## src/rtl/exu_mdu.sv

```systemverilog
// Iterative RV M-extension execute unit: shift-add multiplier and restoring divider
// retiring STEP bits per cycle, with one op in flight and a held output register.
module exu_mdu #(
    parameter int XLEN         = 32,
    parameter int STEP         = 1,
    parameter bit FAST_SPECIAL = 1'b1
) (
    input  logic            clock,
    input  logic            reset,
    input  logic            flush_i,
    input  logic            in_valid_i,
    output logic            in_ready_o,
    input  logic [2:0]      op_i,
    input  logic [XLEN-1:0] src1_i,
    input  logic [XLEN-1:0] src2_i,
    output logic            out_valid_o,
    input  logic            out_ready_i,
    output logic [XLEN-1:0] res_o,
    output logic            busy_o
);

    localparam int N     = XLEN / STEP;
    localparam int CNT_W = $clog2(N + 1);
    localparam logic [XLEN-1:0] MIN_VAL = {1'b1, {(XLEN-1){1'b0}}};
    localparam logic [XLEN-1:0] ALL_ONE = '1;

    localparam logic [2:0] OP_MUL    = 3'd0;
    localparam logic [2:0] OP_MULH   = 3'd1;
    localparam logic [2:0] OP_MULHSU = 3'd2;
    localparam logic [2:0] OP_DIV    = 3'd4;
    localparam logic [2:0] OP_REM    = 3'd6;

    typedef enum logic [1:0] {S_IDLE, S_CALC, S_DONE} state_t;

    state_t            state;
    logic [CNT_W-1:0]  cnt;
    logic [2:0]        op_q;
    logic              neg_q;
    logic [XLEN-1:0]   opa;
    logic [XLEN-1:0]   acc_hi;
    logic [XLEN-1:0]   acc_lo;

    // Handshake: a transfer happens on a rising edge where valid and ready are both
    // high; the offering side holds its payload until then, ready never waits on valid.
    assign in_ready_o = (state == S_IDLE);
    assign busy_o     = (state != S_IDLE);

    logic            is_div, a_signed, b_signed, sa, sb, neg_in, special;
    logic [XLEN-1:0] mag_a, mag_b, spec_res;

    always_comb begin
        is_div   = op_i[2];
        a_signed = (op_i == OP_MULH) || (op_i == OP_MULHSU) || (op_i == OP_DIV) || (op_i == OP_REM);
        b_signed = (op_i == OP_MULH) || (op_i == OP_DIV) || (op_i == OP_REM);
        sa       = a_signed & src1_i[XLEN-1];
        sb       = b_signed & src2_i[XLEN-1];
        mag_a    = sa ? -src1_i : src1_i;
        mag_b    = sb ? -src2_i : src2_i;
        // A zero divisor must give an all-ones quotient whatever the dividend sign.
        if (!is_div)
            neg_in = sa ^ sb;
        else if (op_i[1])
            neg_in = sa;
        else
            neg_in = (sa ^ sb) & (src2_i != '0);
        special  = 1'b0;
        spec_res = '0;
        if (is_div && src2_i == '0) begin
            special  = 1'b1;
            spec_res = op_i[1] ? src1_i : ALL_ONE;
        end else if (is_div && b_signed && src1_i == MIN_VAL && src2_i == ALL_ONE) begin
            special  = 1'b1;
            spec_res = op_i[1] ? '0 : src1_i;
        end
    end

    logic [XLEN-1:0]   m_hi, m_lo, d_rem, d_quo;
    logic [XLEN:0]     sum, trial;
    logic [2*XLEN-1:0] prod, prod_s;
    logic [XLEN-1:0]   fin_res;

    always_comb begin
        m_hi  = acc_hi;
        m_lo  = acc_lo;
        d_rem = acc_hi;
        d_quo = acc_lo;
        sum   = '0;
        trial = '0;
        for (int i = 0; i < STEP; i++) begin
            sum   = {1'b0, m_hi} + (m_lo[0] ? {1'b0, opa} : '0);
            m_lo  = {sum[0], m_lo[XLEN-1:1]};
            m_hi  = sum[XLEN:1];
            trial = {d_rem, d_quo[XLEN-1]} - {1'b0, opa};
            // Remainder stays below the divisor, so trial's top bit is a clean borrow.
            d_rem = trial[XLEN] ? {d_rem[XLEN-2:0], d_quo[XLEN-1]} : trial[XLEN-1:0];
            d_quo = {d_quo[XLEN-2:0], ~trial[XLEN]};
        end
        prod   = {m_hi, m_lo};
        prod_s = neg_q ? -prod : prod;
        case (op_q)
            3'd0:          fin_res = prod_s[XLEN-1:0];
            3'd1, 3'd2,
            3'd3:          fin_res = prod_s[2*XLEN-1:XLEN];
            3'd4, 3'd5:    fin_res = neg_q ? -d_quo : d_quo;
            default:       fin_res = neg_q ? -d_rem : d_rem;
        endcase
    end

    always_ff @(posedge clock) begin
        if (reset) begin
            state       <= S_IDLE;
            cnt         <= '0;
            op_q        <= OP_MUL;
            neg_q       <= 1'b0;
            opa         <= '0;
            acc_hi      <= '0;
            acc_lo      <= '0;
            res_o       <= '0;
            out_valid_o <= 1'b0;
        end else begin
            case (state)
                S_IDLE: begin
                    if (in_valid_i && !flush_i) begin
                        op_q   <= op_i;
                        neg_q  <= neg_in;
                        cnt    <= CNT_W'(N);
                        acc_hi <= '0;
                        // Multiply: opa=multiplicand, lo=multiplier; divide: opa=divisor, lo=dividend.
                        opa    <= is_div ? mag_b : mag_a;
                        acc_lo <= is_div ? mag_a : mag_b;
                        if (FAST_SPECIAL && special) begin
                            res_o       <= spec_res;
                            out_valid_o <= 1'b1;
                            state       <= S_DONE;
                        end else begin
                            state <= S_CALC;
                        end
                    end
                end
                S_CALC: begin
                    if (flush_i) begin
                        state <= S_IDLE;
                    end else begin
                        acc_hi <= op_q[2] ? d_rem : m_hi;
                        acc_lo <= op_q[2] ? d_quo : m_lo;
                        cnt    <= cnt - CNT_W'(1);
                        if (cnt == CNT_W'(1)) begin
                            res_o       <= fin_res;
                            out_valid_o <= 1'b1;
                            state       <= S_DONE;
                        end
                    end
                end
                S_DONE: begin
                    if (flush_i || out_ready_i) begin
                        out_valid_o <= 1'b0;
                        state       <= S_IDLE;
                    end
                end
                default: begin
                    out_valid_o <= 1'b0;
                    state       <= S_IDLE;
                end
            endcase
        end
    end

endmodule

```

## config.mk

```make
export PLATFORM = sky130hd
export DESIGN_NAME = exu_mdu
export DESIGN_NICKNAME = d
export VERILOG_FILES = /design/src/rtl/exu_mdu.sv
export SDC_FILE = /design/constraint.sdc
export NUM_CORES = 1
export LEC_CHECK = 0
export ABC_AREA = 1
export BUFFER_PORTS_ARGS = -buffer_cell sky130_fd_sc_hd__buf_2
export CORE_MARGIN = 10
export CORE_UTILIZATION = 35
export CTS_BUF_LIST = sky130_fd_sc_hd__clkbuf_8
export CTS_CLUSTER_SIZE = 20
export DETAILED_ROUTE_END_ITERATION = 12
export PLACE_DENSITY = 0.59
export SYNTH_ARGS = -nofsm -noshare
export SYNTH_HDL_FRONTEND = slang
export SYNTH_SLANG_ARGS = --single-unit
```

## constraint.sdc

```tcl
create_clock -name clock -period 4.3 [get_ports clock]
set_input_delay 0.645 -clock clock [delete_from_list [all_inputs] [get_ports clock]]
set_output_delay 0.645 -clock clock [all_outputs]
set_load 0.02 [all_outputs]
```

==> impl_metrics.tcl <==
set metrics [dict create \
    status "finished clean" \
    crit_type "reg2reg" \
    drc_errors 0 \
    start_util 0.3524 \
    clock_sinks 141 \
    grt_overflow_total 0 \
    portBuffers 106 \
    critical_path.max_fanout 22 \
    numCtsBuffers 17 \
    wirelength_mm 90.49 \
    worst_setup_path_start_kind "flip-flop" \
    dieHeight_um 249.8 \
    ant_nets 0 \
    synthFlopType "dfxtp_1" \
    min_period_ns 4.019 \
    routed-via-count 22875 \
    whs_path_depth 4 \
    layout-drive-gt1-share 0.09206 \
    area_growth_pct 9.689 \
    r2r_end "res_o[22]$_SDFFE_PP0P_" \
    dr.pass1.iters 8 \
    ys_seq_elements 141 \
    r2r-start "acc_lo[31]$_SDFFE_PP0P_" \
    grt_pass1_vias 20854 \
    synth_compound_area_frac 0.2024 \
    finalInstanceArea_mm2 0.02027 \
    rsz0062_at_grt "no" \
    synth_top_area_share 0.2017 \
    synth_simple_gate_area_share 0.4107 \
    synth_most_common_cell "nand2_1" \
    finalClockSkew_ns 0.02156 \
    worst_hold_path.endpoint "state[1]$_SDFFE_PP0P_" \
    diodes 0 \
    gp_congestion 1.057 \
    comb_power_share 0.568 \
    ys_types 56 \
    critical_path_arrival_ns 4.42 \
    grt_pass1_wl_mm 133.9 \
    synth_edf_count 0 \
    setup_ws_ns 0.2814 \
    hold_viol_final 0 \
    yosysWarningCount 0 \
    fin_cells 4153 \
    clk_path_buf_depth 2 \
    synthArstFlopShare 0 \
    hp-class "in2reg" \
    p_per_area_mw_per_mm2 309.1 \
    die_width_um 249.8 \
    fin_nets 3598 \
    yosys.area.top_type "nand2_1" \
    required_ns 4.70 \
    dp_hpwl_mm 74.95 \
    insertion_delay_ns 0.53 \
    track_usage 0.2784 \
    placedCellCount 4121 \
    core_mm2 0.05245 \
    seq_area_frac_synth 0.1527 \
    pwr-share-seq 0.248 \
    post-place-ws_ns 0.2879 \
    p_sw_w 0.003369 \
    synth_mux_area_frac 0 \
    hold_buffers 0 \
    finalSetupViolations 0 \
    synth-adder-area-share 0.05091 \
    synth_area_mm2 0.01848 \
    cts_root_buf "clkbuf_8" \
    avgSynthCellArea_um2 5.458 \
    vias_per_cell 5.508 \
    synth.area.top_cells "nand2_1 (20%), dfxtp_1 (15%), inv_1 (10%), nor2_1 (6.9%), a21oi_1 (6.6%)" \
    synth_top_family_by_area "simple AND/OR/NAND/NOR gates" \
    clkTransAtPathRegs_ns 0.09 \
    p_leak_nw 10.32 \
    post-route-util 0.3865 \
    grt_max_degree 70 \
    end_kind "flip-flop" \
    max_freq_mhz 248.8 \
    num_rows 84 \
    wl_per_cell_um 21.79 \
    htreeDepth 4 \
    swShare 0.5378 \
    p_int_w 0.002896 \
    dpl-instance-area_mm2 0.01988 \
    reg2reg_setup_slack_ns 0.28 \
    hp-start "out_ready_i" \
    antenna_found_initial 1 \
    netlist_instances 3386 \
    period_share 0.9346 \
    maxCapViolCount 0 \
    max-slew-margin-rel 0.4678 \
    worst_pin_slew_ns 0.7984 \
    drtIter0Drc 2888 \
    vdd_drop_max_v 0.0002303 \
    synth_nets 3532 \
    synth_common_cells "nand2_1 (993), inv_1 (503), nor2_1 (340)" \
    synth_xor_area_frac 0.04834 \
    cts_tree "yes" \
    slew_viol_final 0 \
    pin_count 107 \
    p_clk_frac 0.184 \
    finalSetupTns_ns 0 \
    dieArea_mm2 0.06239 \
    ff2ff_path_depth 26 \
]
==> layout by cell type, fill, tap and decap left out, types with 8 or more instances in the layout <==
cell and instances:
nand2_4 12, nand3b_1 20, inv_2 14, o21bai_1 12
nor3_1 50, o21ai_0 209, nand4_1 50, ha_1 72
clkbuf_8 17, nor2_2 15, nand3_1 211, o211ai_1 71
a31oi_1 51, buf_2 106, buf_4 68, a22oi_1 9
o31ai_1 9, dfxtp_1 138, a21oi_1 245, nor2_4 8
nand2_1 993, o22ai_1 8, xnor2_1 26, nand2_2 34
nor2_1 336, o221ai_1 12, inv_1 500, nor4_1 9
a211oi_1 8, xor2_1 76
==> cells by family after synthesis <==
logic type / Yosys count
simple gates: 1768
compound gates: 655
buf+inv: 646
flops: 141
xor+xnor: 102
fa+ha+maj: 74
==> how the worst max path moves through the flow <==
stage	startpoint	endpoint	slack, ns	cells after the start
after floorplan	acc_lo[31]$_SDFFE_PP0P_	res_o[14]$_SDFFE_PP0P_	1.05	25
after global routing	acc_lo[31]$_SDFFE_PP0P_	res_o[18]$_SDFFE_PP0P_	0.03	27
after detailed placement	acc_lo[31]$_SDFFE_PP0P_	res_o[22]$_SDFFE_PP0P_	0.29	26
final	acc_lo[31]$_SDFFE_PP0P_	res_o[22]$_SDFFE_PP0P_	0.28	26
after global placement	acc_lo[31]$_SDFFE_PP0P_	res_o[18]$_SDFFE_PP0P_	0.30	26
after CTS	acc_lo[31]$_SDFFE_PP0P_	res_o[18]$_SDFFE_PP0P_	0.25	27
==> sequential cells by signal, indices dropped and copies added, names as in the netlist <==
name,flops
acc_lo,32
neg_q,1
acc_hi,32
out_valid_o,1
cnt,6
op_q,3
opa,32
state,2
res_o,32
==> power groups by stage <==
| stage | Combinational [W] | Sequential [W] | Clock [W] |
|---|---|---|---|
| 2_1_floorplan | 0.00239 | 0.00153 | 0 |
| 3_3_place_gp | 0.00347 | 0.00158 | 0 |
| 3_5_place_dp | 0.00346 | 0.00157 | 0 |
| 4_1_cts | 0.00348 | 0.00154 | 0.00116 |
| 5_1_grt | 0.00386 | 0.00156 | 0.00120 |
| 6_report | 0.00356 | 0.00155 | 0.00115 |
==> metal layers <==
metal | GRT usage | routed length (um) | share of wire
met1 | 0.3628 | 38520 | 0.43
met3 | 0.03948 | 7390 | 0.082
met2 | 0.4305 | 38820 | 0.43
met5 | 0 | 0 | 0
met4 | 0.1614 | 5767 | 0.064
==> critical path, stage by stage, from the launching register on <==
cell	delay [ns]
dfxtp_1	0.55
inv_1	0.14
ha_1	0.21
inv_1	0.14
fa_1	0.24
nand2_1	0.07
nand2_1	0.11
nand3_2	0.11
nand2_4	0.11
nand2_4	0.06
nand2_4	0.07
nand2_4	0.07
nand2_4	0.08
nand2_2	0.21
nand2_8	0.26
nand2_1	0.08
nand2_1	0.14
ha_1	0.21
inv_1	0.07
nor2_4	0.19
nand3_1	0.10
nand2_1	0.11
nand4_1	0.09
nand2_1	0.08
nand3_1	0.13
nand2_1	0.19
a21oi_1	0.08
==> per-stage QoR <==
step                hold WS, ns  power (W)
floorplan                0.4541   0.003919
global placement         0.4573   0.005051
detailed placement       0.4609   0.005031
CTS                      0.3929   0.006175
global route             0.4263   0.006619
finish                   0.4175   0.006265
==> timing repair <==
action	in CTS	in global routing
setup endpoints to repair	0	9
gates resized for setup	0	2
setup buffers	0	0
==> area by class of cell <==
class                      count  area, um2
clock inverter                15      150.1
tap                          688      860.8
inverter                     518       1944
sequential                   141       2831
multi-input combinational   2599      13190
fill                        6026      32170
clock buffer                  17      234.0
timing repair buffer         175       1061
No activity file was read; power rests on OpenSTA's default activity.
